File: src/rtl/mux_scan_sequencer.sv
// mux_scan_sequencer: steps mux4x1 selects through a..d, settles, samples and packs a 4-bit frame
module mux_scan_sequencer #(
  parameter int SETTLE_CYCLES = 2,
  parameter int CNT_W = 4
) (
  input  logic       clk,
  input  logic       rst,
  input  logic       start,
  input  logic       cont,
  input  logic       mux_out,
  output logic       s0,
  output logic       s1,
  output logic       busy,
  output logic [3:0] frame,
  output logic       frame_valid,
  output logic [7:0] scan_count
);
  localparam logic [1:0] IDLE = 2'd0;
  localparam logic [1:0] SETTLE = 2'd1;
  localparam logic [1:0] SAMPLE = 2'd2;
  localparam logic [CNT_W-1:0] RELOAD = CNT_W'(SETTLE_CYCLES - 1);
  logic [1:0] state;
  logic [CNT_W-1:0] cnt;
  logic [2:0] shadow;
  logic [1:0] ch;
  assign ch = {s0, s1};
  // Scan FSM: settle on each channel, shift samples a..c into the shadow, emit the frame on d
  always_ff @(posedge clk) begin
    if (rst) begin
      state <= IDLE;
      {s0, s1} <= 2'b00;
      busy <= 1'b0;
      frame <= 4'd0;
      frame_valid <= 1'b0;
      scan_count <= 8'd0;
      cnt <= '0;
      shadow <= 3'd0;
    end else begin
      frame_valid <= 1'b0;
      case (state)
        IDLE: if (start) begin
          state <= SETTLE;
          {s0, s1} <= 2'b00;
          cnt <= RELOAD;
          busy <= 1'b1;
        end
        SETTLE: if (cnt != '0) cnt <= cnt - CNT_W'(1);
                else state <= SAMPLE;
        SAMPLE: begin
          cnt <= RELOAD;
          if (ch != 2'd3) begin
            shadow <= {mux_out, shadow[2:1]};
            {s0, s1} <= ch + 2'd1;
            state <= SETTLE;
          end else begin
            frame <= {mux_out, shadow};
            frame_valid <= 1'b1;
            scan_count <= scan_count + 8'd1;
            state <= cont ? SETTLE : IDLE;
            busy <= cont;
            if (cont) {s0, s1} <= 2'b00;
          end
        end
        default: state <= IDLE;
      endcase
    end
  end
endmodule

File: config.mk
export PLATFORM = sky130hd
export DESIGN_NAME = mux_scan_sequencer
export DESIGN_NICKNAME = d
export VERILOG_FILES = /design/src/rtl/mux_scan_sequencer.sv
export SDC_FILE = /design/constraint.sdc
export NUM_CORES = 1
export LEC_CHECK = 0
export BUFFER_PORTS_ARGS = -buffer_cell sky130_fd_sc_hd__buf_2
export CORE_MARGIN = 2
export CORE_UTILIZATION = 41
export DETAILED_ROUTE_END_ITERATION = 16
export PLACE_DENSITY_LB_ADDON = 0.3
export REMOVE_ABC_BUFFERS = 1
export SLEW_MARGIN = 20
export SYNTH_ARGS = -nofsm -noshare
export SYNTH_HDL_FRONTEND = slang
export SYNTH_SLANG_ARGS = --single-unit
File: constraint.sdc
create_clock -name clk -period 2.6 [get_ports clk]
set_clock_uncertainty 0.15 [all_clocks]
set_input_delay 0.13 -clock clk [delete_from_list [all_inputs] [get_ports clk]]
set_output_delay 0.13 -clock clk [all_outputs]
set_load 0.02 [all_outputs]
After elaboration in Yosys (flattened, before gate mapping) --
Index checks and enable logic that the tools add are counted.
Word-level totals: register bits after elaboration 25, input bits 5, output and inout bits 16
Operators by class: add/subtract/negate cells 3, eq/ne operators 8, muxes and demuxes 18, bitwise logic cells 2, reductions and logical operators 11
Operators with widths (count):
- 4-bit one-hot mux with 3 select lines | 1
- 2-bit inequality test, second input constant | 5
- 1-bit 2-to-1 mux | 9
- 3-bit AND reduction | 3
- 8-bit by 1-bit adder with 8-bit output, second input constant | 1
- 4-bit 2-to-1 mux | 2
- 1-bit one-hot mux with 2 select lines | 3
- 2-bit one-hot mux with 3 select lines | 1
- 2-bit AND reduction | 3
- 2-bit 2-to-1 mux | 2
- 4-bit nonzero test | 1
- 4-bit by 1-bit subtractor with 4-bit output, second input constant | 1
- 3-bit inequality test, second input constant | 1
- 3-bit nonzero test | 1
- 2-bit by 1-bit adder with 2-bit output, second input constant | 1
- 2-bit by 1-bit == test with 1-bit output, second input constant | 1
- 2-bit == test, second input constant | 1
- 2-bit zero test | 1
- 1-bit inverter | 2
- 2-bit nonzero test | 1
- 2-bit OR reduction | 1

Longest topological paths before layout --
word-level depth 3, mapped depth 5, depth with buffers taken out 5

Least setup slack after synthesis --
No wires, ideal clock.
path type register -> register, from register s1, to register scan_count[6], library setup time 71 ps, data arrival time 1539 ps, data required time 2379 ps, setup slack 841 ps, stages on the path, launching flop included 5, path buffers 0, clock period less this slack 1759 ps, cells stage by stage dfxtp_1 -> ha_1 -> nand4b_4 -> or4_1 -> a21oi_1
On the way: longest elaborated chain between the ends 3
RTL lines:
- start: declaration | line 12 | output logic s1,
- start signal: assignment | line 53 | {s0, s1} <= ch + 2'd1;
- 2-bit inequality test | line 51 | if (ch != 2'd3) begin
- 1-bit inverter (no source line)
- 2-bit AND reduction (no source line)
- end signal: assignment | line 58 | scan_count <= scan_count + 8'd1;
- end: declaration | line 16 | output logic [7:0] scan_count
Every way passes these cells. A chain may end at the register's enable or synchronous reset.

Final worst setup path --
Ends and elaborated chain as after synthesis.

==> flow_summary.yaml <==
pwr:
  p_leak_nw: 0.5810
  peakVddDrop_mv: 0.2868
  powerDensity_nw_per_um2: 509.2
grt:
  antenna_found_initial: 0
  grt_overflow: 0
  grt_pass1_wl_um: 3560
  grt_pass1_vias: 859
  grt_max_degree: 25
  grtUsageTotal_pct: 13.87
route:
  num_vias: 911
  wl_per_cell_um: 13.10
  antenna_left: 0
  drt_first_iter_violations: 10
  wirelength_met1_um: 1018
  highest_layer: "met4"
  wirelength_um: 2175
  wl_met3_um: 90
  met2_length_um: 1051
  dr.pass1.iters: 4
  viasPerCell: 5.488
  remaining_drc_errors: 0
worst_setup_path:
  cp-start-kind: "flip-flop"
  worstPathRequired_ns: 2.71
  worstSetupPathType: "reg -> reg"
  slowest_delay_ns: 0.50
  cp_max_fo: 10
  crit_path_end_kind: "flip-flop"
  critical_path.top_delay_family: "simple AND/OR/NAND/NOR gates"
  worst_path_max_delay_cell: "or4_1"
  critPathArrivalTime_ns: 1.87
  crit_chain: "ha_1, nand4b_4, or4_1, a21oi_1"
  path_buf_inv: 0
timing:
  final_hold_viol_count: 0
  timing.setup.tns_ns: 0
  timing_max_transition_violations_final: 0
  layout_min_cycle_time_ns: 1.767
  fin_crit_sh_pct: 67.97
  worst-slew-pin-transition_ns: 0.5066
  max_freq_ghz: 0.5658
  rsz0062_at_grt: "false"
  setup_violations: 0
  slew_headroom_pct: 66.16
finish:
  final_util_pct: 50.45
  syn2layout_area_growth_pct: 14.27
  nFillCells: 255
  layout-drive-gt1-share_pct: 24.26
  final_area_um2: 1272
  nets: 145
  seqCellArea_um2: 500.5
  multi_input_area_um2: 573.1
  num_antenna_cells: 0
synthesis:
  synth-seq-cells: 25
  synthArstFlopShare_pct: 0
  ys_types: 40
  synth_top_area_cell: "dfxtp_1"
  synthTopCellsByArea: "dfxtp_1, mux2i_1, nor2_1"
  synth_simple_gate_area_share_pct: 23.71
  synth-compound-area-share_pct: 15.62
  synth_top_area_share_pct: 44.94
  yosysMostFrequentCell: "dfxtp_1"
  synth_fa_ha_area_share_pct: 3.371
  synth_edf_count: 0
  synthMuxAreaShare_pct: 7.191
  synth-seq-area-share_pct: 44.94
  synthFlopType: "dfxtp_1"
  netlist_area_um2: 1114
  synth_top_family_by_area: "simple AND/OR/NAND/NOR gates"
  synthCells: 115
  synthTopCellsByCount: "dfxtp_1, nor2_1, mux2i_1"
  synth_xor_area_share_pct: 1.573
  yosysWarnings: 0
  synth.avg_cell_area_um2: 9.683
clocking:
  cts.sinks: 25
  cts_max_path_buffers: 2
  path_clk_slew_ns: 0.13
  cts_tree: "yes"
  cts_root_buffer: "clkbuf_4"
  clk_latency_ns: 0.31
  cts_made_buffers: 3
  h-tree-depth: 1
floorplan:
  chipHeight_um: 56.12
  coreArea_um2: 2522
  start_util_pct: 44.15
  die_x_um: 56.12
  row_count: 18
  ios: 21
  die_area_um2: 3149
place:
  placed_area_um2: 1226
  io_buffers: 20
  gp_congestion: 0.7328
  dp_hpwl_um: 1553
flow_run:
  drv_cap: 0
status:
  status: "finished, final reports clean"
worst_hold_path:
  hold_path_class: "in -> reg"
[stage by stage]
stage / setup WS (ns) / total power, W / hold slack (ns) / std cells
6_report: 0.8327 / 0.0006479 / 0.03397 / 166
2_1_floorplan: 0.8402 / 0.0004579 / 0.04907 / 110
4_1_cts: 0.8327 / 0.0006533 / 0.02414 / 166
5_1_grt: 0.7478 / 0.0006755 / 0.04916 / 166
3_3_place_gp: 0.9314 / 0.0004783 / 0.2369 / 160
3_5_place_dp: 0.8697 / 0.0004806 / 0.2408 / 160
[layout by cell type, fill, tap and decap left out, drive strengths merged, types with 4 or more instances in the layout]
cell	netlist	final
nor2	15	15
buf	3	20
clkbuf	2	4
a21oi	6	6
nand2	5	5
dfxtp	25	25
inv	4	4
mux2i	8	8
[path summary, 6_finish.rpt]
kind,startpoint,to,slack [ns],depth (start not counted)
setup reg to reg,s1,scan_count[6],0.83,4
hold / removal,start,cnt[2],0.03,4
setup / recovery,s1,scan_count[6],0.83,4
hold reg to reg,scan_count[7],scan_count[7],0.36,2
[cells by family (layout without fill, tap and decap cells)]
family / after synthesis / in the layout
DFF: 25 / 25
buffers and inverters: 9 / 30
AOI/OAI and AO/OA: 25 / 25
adders and majority gates: 3 / 3
and+or+nand+nor: 43 / 43
muxes: 8 / 8
xor gates and xnor gates: 2 / 2
[registers in the layout, summed over array words and instances (netlist names)]
| signal | count |
|---|---|
| s0 | 1 |
| scan_count | 8 |
| cnt | 4 |
| state | 2 |
| busy | 1 |
| shadow | 3 |
| frame_valid | 1 |
| frame | 4 |
| s1 | 1 |
[worst register-to-register path: stages (launching register included)]
cell and delay [ns]:
dfxtp_1 0.40, ha_1 0.33, nand4b_4 0.20, or4_1 0.50, a21oi_1 0.14
[metal layers]
metal,GRT usage [%],vias to the layer above
met5,0,-
met2,24.03,11
met4,4.422,0
met1,16.38,431
met3,3.953,2
li1,-,467
[final cells by class]
class | count | area share (%)
multi-input combinational | 81 | 45.03
sequential | 25 | 39.33
timing repair buffer | 22 | 9.440
tap | 30 | 2.950
clock buffer | 4 | 2.065
inverter | 4 | 1.180
[repair_timing]
item | in CTS | in global routing
endpoints found under the hold margin | 3 | 0
gates resized for setup | 0 | 0
hold buffers | 2 | 0
setup endpoints to repair | 0 | 0
buffers inserted | 0 | 0
[where the power goes]
group	leakage [nW]	switching, W	internal (W)
sequential	0.202	0.0000127	0.000393
clock	0.0150	0.000113	0.0000599
combinational	0.364	0.0000384	0.0000310
(Power assumes the default switching activity.)
